## config.mk

```make
export PLATFORM = sky130hd
export DESIGN_NAME = datapath_ctrl_flat
export DESIGN_NICKNAME = d
export VERILOG_FILES = /design/src/rtl/datapath_ctrl_if.sv /design/src/rtl/datapath_ctrl.sv /design/src/flat_wrapper.sv
export SDC_FILE = /design/constraint.sdc
export NUM_CORES = 1
export LEC_CHECK = 0
export CAP_MARGIN = 20
export CORE_MARGIN = 2
export CORE_UTILIZATION = 31
export CTS_CLUSTER_SIZE = 16
export DETAILED_ROUTE_END_ITERATION = 8
export SLEW_MARGIN = 15
export SYNTH_ARGS = -nofsm -noshare
export SYNTH_HDL_FRONTEND = slang
export SYNTH_SLANG_ARGS = --single-unit
```

## constraint.sdc

```tcl
create_clock -name CLK -period 1.5 [get_ports CLK]
set_input_delay 0.225 -clock CLK [delete_from_list [all_inputs] [get_ports CLK]]
set_output_delay 0.225 -clock CLK [all_outputs]
set_load 0.02 [all_outputs]
```

## src/rtl/datapath_ctrl_if.sv

```systemverilog
// Control bundle between datapath_ctrl and the DataPath block.
// The master side, the controller, takes START/OPSEL and drives every datapath control.
interface datapath_ctrl_if;
  logic       START;
  logic [1:0] OPSEL;
  logic       CLR;
  logic [2:0] W;
  logic [3:0] CE;
  logic [1:0] SEL;
  logic [2:0] S;
  logic       BUSY;
  logic       DONE;

  modport master (
    input  START, OPSEL,
    output CLR, W, CE, SEL, S, BUSY, DONE
  );

  modport slave (
    output START, OPSEL,
    input  CLR, W, CE, SEL, S, BUSY, DONE
  );
endinterface

```

## src/rtl/datapath_ctrl.sv

```systemverilog
// Moore sequencer for DataPath: clear, load R0..R2, accumulate R0/R1/R2 into A, write A to R2.
// All outputs decode from registered state only.
module datapath_ctrl #(
  parameter logic [2:0] OP_PASS = 3'b000,
  parameter logic [2:0] OP_ADD  = 3'b001,
  parameter logic [2:0] OP_SUB  = 3'b010,
  parameter logic [2:0] OP_AND  = 3'b011,
  parameter logic [2:0] OP_OR   = 3'b100
) (
  input logic             CLK,
  input logic             CLRN,
  datapath_ctrl_if.master bus
);

  typedef enum logic [2:0] {
    StIdle, StClear, StLoad, StPass, StAdd, StOp3, StWb, StDone
  } state_e;

  state_e     state_q, state_d;
  logic       s1_q, s2_q, s3_q;
  logic [1:0] op_q, op_d;
  logic       go;

  // START is asynchronous: two-flop synchronizer, then s3 keeps history for edge detection.
  always_ff @(posedge CLK or negedge CLRN) begin
    if (!CLRN) begin
      s1_q <= 1'b0;
      s2_q <= 1'b0;
      s3_q <= 1'b0;
    end else begin
      s1_q <= bus.START;
      s2_q <= s1_q;
      s3_q <= s2_q;
    end
  end

  assign go = s2_q & ~s3_q;

  always_ff @(posedge CLK or negedge CLRN) begin
    if (!CLRN) begin
      state_q <= StIdle;
      op_q    <= 2'b00;
    end else begin
      state_q <= state_d;
      op_q    <= op_d;
    end
  end

  always_comb begin
    state_d = state_q;
    op_d    = op_q;
    case (state_q)
      StIdle: begin
        if (go) begin
          state_d = StClear;
          op_d    = bus.OPSEL;
        end
      end
      StClear: state_d = StLoad;
      StLoad:  state_d = StPass;
      StPass:  state_d = StAdd;
      StAdd:   state_d = StOp3;
      StOp3:   state_d = StWb;
      StWb:    state_d = StDone;
      // Leaving DONE only on release forces a fresh START edge for the next run.
      StDone:  if (!s2_q) state_d = StIdle;
      default: state_d = StIdle;
    endcase
  end

  always_comb begin
    bus.CLR  = 1'b0;
    bus.W    = 3'b000;
    bus.CE   = 4'b0000;
    bus.SEL  = 2'b00;
    bus.S    = OP_PASS;
    bus.BUSY = 1'b0;
    bus.DONE = 1'b0;
    case (state_q)
      StClear: begin
        bus.CLR  = 1'b1;
        bus.BUSY = 1'b1;
      end
      StLoad: begin
        bus.CE   = 4'b0111;
        bus.BUSY = 1'b1;
      end
      StPass: begin
        bus.CE   = 4'b1000;
        bus.BUSY = 1'b1;
      end
      StAdd: begin
        bus.SEL  = 2'b01;
        bus.S    = OP_ADD;
        bus.CE   = 4'b1000;
        bus.BUSY = 1'b1;
      end
      StOp3: begin
        bus.SEL  = 2'b10;
        bus.CE   = 4'b1000;
        bus.BUSY = 1'b1;
        case (op_q)
          2'b00:   bus.S = OP_SUB;
          2'b01:   bus.S = OP_ADD;
          2'b10:   bus.S = OP_AND;
          default: bus.S = OP_OR;
        endcase
      end
      StWb: begin
        bus.W    = 3'b100;
        bus.CE   = 4'b0100;
        bus.BUSY = 1'b1;
      end
      StDone:  bus.DONE = 1'b1;
      default: ;
    endcase
  end

endmodule
```

## src/flat_wrapper.sv

```systemverilog
// flat-port wrapper written by rule: the top's interface ports become plain ports
module datapath_ctrl_flat 
#(
  parameter logic [2:0] OP_PASS = 3'b000,
  parameter logic [2:0] OP_ADD  = 3'b001,
  parameter logic [2:0] OP_SUB  = 3'b010,
  parameter logic [2:0] OP_AND  = 3'b011,
  parameter logic [2:0] OP_OR   = 3'b100
)
  (CLK, CLRN, bus_START, bus_OPSEL, bus_CLR, bus_W, bus_CE, bus_SEL, bus_S, bus_BUSY, bus_DONE);
  datapath_ctrl_if bus_i ();
  input logic CLK;
  input logic CLRN;
  input wire logic [$bits(bus_i.START)-1:0] bus_START;
  input wire logic [$bits(bus_i.OPSEL)-1:0] bus_OPSEL;
  output wire logic [$bits(bus_i.CLR)-1:0] bus_CLR;
  output wire logic [$bits(bus_i.W)-1:0] bus_W;
  output wire logic [$bits(bus_i.CE)-1:0] bus_CE;
  output wire logic [$bits(bus_i.SEL)-1:0] bus_SEL;
  output wire logic [$bits(bus_i.S)-1:0] bus_S;
  output wire logic [$bits(bus_i.BUSY)-1:0] bus_BUSY;
  output wire logic [$bits(bus_i.DONE)-1:0] bus_DONE;
  assign bus_i.START = bus_START;
  assign bus_i.OPSEL = bus_OPSEL;
  assign bus_CLR = bus_i.CLR;
  assign bus_W = bus_i.W;
  assign bus_CE = bus_i.CE;
  assign bus_SEL = bus_i.SEL;
  assign bus_S = bus_i.S;
  assign bus_BUSY = bus_i.BUSY;
  assign bus_DONE = bus_i.DONE;
  datapath_ctrl #(.OP_PASS(OP_PASS), .OP_ADD(OP_ADD), .OP_SUB(OP_SUB), .OP_AND(OP_AND), .OP_OR(OP_OR)) u_core (.CLK(CLK), .CLRN(CLRN), .bus(bus_i));
endmodule
```

=== Yosys cells after proc, flatten, opt, wreduce, memory -nomap -nowiden ===
Cells that the tools add are included.

* Equality and inequality tests: 11
* Multiplexer cells: 11
* Bitwise logic cells: 2
* Reductions and logical operators: 6

{| class="wikitable"
|+ Operators with widths
! cell !! number
|-
| $pmux 3 s8 || 1
|-
| $eq 3x3->1 const B || 4
|-
| $pmux 4 s3 || 1
|-
| $mux 3 || 3
|-
| $pmux 3 s3 || 1
|-
| $eq 3x2->1 const B || 2
|-
| $pmux 3 s2 || 1
|-
| $reduce_or 6->1 || 1
|-
| $pmux 2 s2 || 1
|-
| $reduce_and 2->1 || 2
|-
| $eq 3x1->1 const B || 1
|-
| $logic_not 3->1 || 1
|-
| $mux 1 || 3
|-
| $reduce_or 3->1 || 1
|-
| $eq 2x1->1 const B || 1
|-
| $eq 2x2->1 const B || 1
|-
| $logic_not 2->1 || 1
|-
| $ne 2x1->1 const B || 1
|-
| $ne 2x2->1 const B || 1
|-
| $and 1x1->1 || 1
|-
| $not 1->1 || 1
|}

* Register bits: 8
* Input bits: 5
* Output and inout port bits: 15
* Word-level logic and storage cells: 35

=== Depth between registers and ports, before layout ===
* Depth in word-level cells: 4
* Gate-level depth with buffers: 4
* Gate-level depth less buffers: 4

=== Worst setup path after synthesis ===
No wires, ideal clock.

* Path type: flip-flop to output port
* From: reg u_core.state_q[2]
* To: out bus_CE[1]
* Data arrival time: 1.395 ns
* Setup slack: -0.120 ns
* Stages on the path, launching flop included: 4
* Path buffers: 2
* Path through: dfrtp_1 buf_2 nor3_1 buf_4

* Cells in the longest elaborated chain, start to end: 3
* Elaborated cells on any way between the ends: 7
* Those cells by class: eq/ne: 5; mux: 1; reduce/logical: 1

{| class="wikitable"
|+ RTL lines
! element !! line !! RTL
|-
| start: declaration || datapath_ctrl.sv:19 || <nowiki>state_e state_q, state_d;</nowiki>
|-
| start signal: assignment || datapath_ctrl.sv:41 || <nowiki>state_q <= StIdle;</nowiki>
|-
| start signal: assignment || datapath_ctrl.sv:44 || <nowiki>state_q <= state_d;</nowiki>
|-
| $eq 3x2->1 / $eq 3x3->1 (equally long branches) || datapath_ctrl.sv:79 || <nowiki>case (state_q)</nowiki>
|-
| $reduce_or 3->1 (no line) || - ||
|-
| $pmux 4 s3 (*) || datapath_ctrl.sv:79 ||
|-
| end: declaration || flat_wrapper.sv:18 || <nowiki>output wire logic [$bits(bus_i.CE)-1:0] bus_CE;</nowiki>
|}

Every way passes the cells marked *; elsewhere a longest branch is shown, timed or not.

=== Worst setup path after layout ===
* From: reg u_core.op_q[1]
* To: out bus_S[1]

* Cells in the longest elaborated chain, start to end: 3
* Elaborated cells on any way between the ends: 5
* Those cells by class: eq/ne: 2; mux: 2; reduce/logical: 1

{| class="wikitable"
|+ RTL lines
! element !! line !! RTL
|-
| start: declaration || datapath_ctrl.sv:21 || <nowiki>logic [1:0] op_q, op_d;</nowiki>
|-
| start signal: assignment || datapath_ctrl.sv:45 || <nowiki>op_q <= op_d;</nowiki>
|-
| $eq 2x2->1 (tied with other cells) || datapath_ctrl.sv:102 || <nowiki>case (op_q)</nowiki>
|-
| $pmux 3 s3 (*) || datapath_ctrl.sv:102 ||
|-
| $pmux 3 s2 (*) || datapath_ctrl.sv:79 ||
|-
| end: declaration || flat_wrapper.sv:20 || <nowiki>output wire logic [$bits(bus_i.S)-1:0] bus_S;</nowiki>
|}

Marked as above.

==> impl_metrics.yaml <==
clocking:
  clk_pin_slew_ps: 50
  cts.path.max_buffers: 2
  insertion_delay_ps: 250
  clock_sinks: 8
  cts_tree: "built"
  cts-root-buf: "clkbuf_4"
  h-tree-depth: 1
  cts.hold.buffers_added: 0
  cts_made_buffers: 3
sta:
  max_freq_mhz: 674.0
  hold_violations: 0
  slew_viol_final: 0
  setup_viol: 0
  finalWorstSetupSlack_ps: 16.28
  clock_skew_ps: 0.3381
  rsz0062_at_grt: "true"
  fin_crit_sh_pct: 98.91
  fin_setup_tns_ps: 0
  min_period_ps: 1484
detailed_routing:
  route.detailed.drc: 0
  via_per_inst: 4.490
  drtAntennaViolNets: 0
  dr.pass1.iters: 2
  num_vias: 431
  drt_iter0_drc: 2
  totalWireLength_um: 936
  drt-wirelength-per-cell_um: 9.750
synthesis:
  yosysSeqAreaShare_pct: 40.82
  muxShareOfSynthArea_pct: 4.592
  synth_seq_cells: 8
  synth_compound_area_share_pct: 7.653
  yosys.area_share.simple_pct: 26.53
  synth_top_family_by_area: "simple AND/OR/NAND/NOR gates"
  yosysWarnings: 0
  synth_area_um2: 490.5
  synthAdderAreaFrac_pct: 7.653
  syn_inst: 53
  synth_xor_xnor_area_share_pct: 0
  synth.distinct_cells: 22
  syn_avg_cell_area_um2: 9.254
setup_path:
  crit_chain: "buf_4, ha_1, nor2_1, nor3b_2, buf_4"
  required_ps: 1270
  worst-setup-path-type: "reg -> out"
  critPathMaxStageDelay_ps: 380
  path_max_fanout: 3
  crit_slowest_cell: "dfrtp_1"
  crit_path_start_kind: "flip-flop"
  end_kind: "output pin"
  crit_top_cell: "buf_4"
  arrival_ps: 1260
place:
  pre_cts_slack_ps: -206.0
  dpl-instance-area_um2: 720.7
  dp.final_hpwl_um: 718.4
  place_congestion: 0.7231
  numPortBuffers: 17
global_route:
  track_usage_pct: 11.67
  overflow: 0
  grt_max_degree: 10
  grt_pass1_wl_um: 1690
  first_global_vias: 417
  antenna_found_initial: 0
finish:
  nets: 90
  final_util_pct: 49.83
  fin_area_um2: 742.0
  diodes: 0
  layout-drive-gt1-share_pct: 48.75
  area_growth_pct: 51.28
die:
  ios: 20
  initial_core_util_pct: 32.94
  chipWidth_um: 43.78
  std_cell_rows: 14
  die_h_um: 43.78
  fp.coreArea_um2: 1489
  dieArea_um2: 1916
power_and_ir_drop:
  power_density_nw_per_um2: 2191
  p_leak_uw: 0.0003743
  irDropWorstVdd_mv: 1.095
run_status:
  status: "complete, no violations"
worst_hold_path:
  hold_path_class: "in -> async"
flow_run:
  maxCapViolations: 0
power by group:
group          switching (uW)  internal, uW
Clock                    71.1          91.4
Sequential               87.5           293
Combinational             562           521
Total                     721           905
per-layer routing:
| metal | vias to the layer above | track usage, % | wire length [um] |
|---|---|---|---|
| met5 | - | 0 | 0 |
| met4 | 0 | 7.273 | 0 |
| met3 | 0 | 1.250 | 55 |
| met2 | 12 | 17.65 | 456 |
| met1 | 192 | 15.84 | 423 |
| li1 | 227 | - | - |
final timing paths:
| path | from | to | slack, ps | cells after the start |
|---|---|---|---|---|
| worst max-delay path | u_core.op_q[1]$_DFFE_PN0P_ | bus_S[1] | 20 | 5 |
| worst min-delay path | CLRN | u_core.s3_q$_DFF_PN0_ | 250 | 1 |
| worst max register to register | u_core.state_q[1]$_DFFE_PN0P_ | u_core.op_q[0]$_DFFE_PN0P_ | 150 | 3 |
| worst min register to register | u_core.s1_q$_DFF_PN0_ | u_core.s2_q$_DFF_PN0_ | 350 | 0 |
| max in group asynchronous | CLRN | u_core.state_q[1]$_DFFE_PN0P_ | 970 | 1 |
| min in group CLK | u_core.s1_q$_DFF_PN0_ | u_core.s2_q$_DFF_PN0_ | 350 | 0 |
final cells by class:
type,count,area [um2]
clock buffer,3,22.52
sequential,8,202.7
multi-input combinational,36,256.5
fill,144,747.0
timing repair buffer,29,225.2
tap,16,20.02
inverter,4,15.01
cell families (layout without fill, tap and decap cells):
group / after synthesis / count (layout)
other: 1 / 2
DFF: 8 / 8
and+or+nand+nor: 22 / 22
AOI/OAI and AO/OA: 7 / 7
buffers and inverters: 10 / 36
muxes: 2 / 2
adders and majority gates: 3 / 3
flip-flops by register name, summed over array words and instances, names as in the netlist:
| register | flops |
|---|---|
| u_core.state_q | 3 |
| u_core.op_q | 2 |
| u_core.s1_q | 1 |
| u_core.s3_q | 1 |
| u_core.s2_q | 1 |
worst max-delay path: cells and delay by family (launching register included):
| kind | cells | cell delay (ps) |
|---|---|---|
| buffers and inverters | 2 | 300 |
| adders and majority gates | 1 | 170 |
| DFF | 1 | 380 |
| and+or+nand+nor | 2 | 170 |
synth_stat cells:
master	instances	share of area, %
nand2b_1	1	1.3
o21ai_1	1	1.0
inv_2	1	0.76
and3_1	2	2.6
nand2_1	4	3.1
nor4_4	1	4.3
a21oi_1	5	5.1
conb_1	1	0.76
nor2_1	7	5.4
buf_4	3	4.6
dfrtp_1	8	41
buf_6	1	2.3
nor3_1	2	2.0
nor2b_1	1	1.3
inv_1	3	2.3
nor3b_2	1	2.6
buf_2	2	2.0
nor3b_1	1	1.5
and2_1	2	2.6
a21o_1	1	1.5
ha_1	3	7.7
mux2_1	2	4.6
stage by stage:
stage          hold WS, ps  power, uW  std cells
6_report             251.8       1626         96
5_1_grt              275.7       1764         96
4_1_cts              250.7       1590         95
3_5_place_dp         337.1       1485         91
3_3_place_gp         337.8       1469         91
2_1_floorplan       -70.59      984.8         54
placed cells by master (no fill, tap or decap), drive strengths merged, types with 3 or more instances in the layout:
master         count
clkbuf             3
clkdlybuf4s50      4
nand2              4
inv                4
ha                 3
nor2               7
buf               22
dfrtp              8
a21oi              5
what timing repair did:
action                                  in CTS  in global routing
buffers inserted                             1                  1
endpoints found under the setup margin      13                 11
pin swaps                                    1                  2
gates cloned                                 0                  0
gates resized for setup                     48                 13
(Power assumes the default switching activity.)
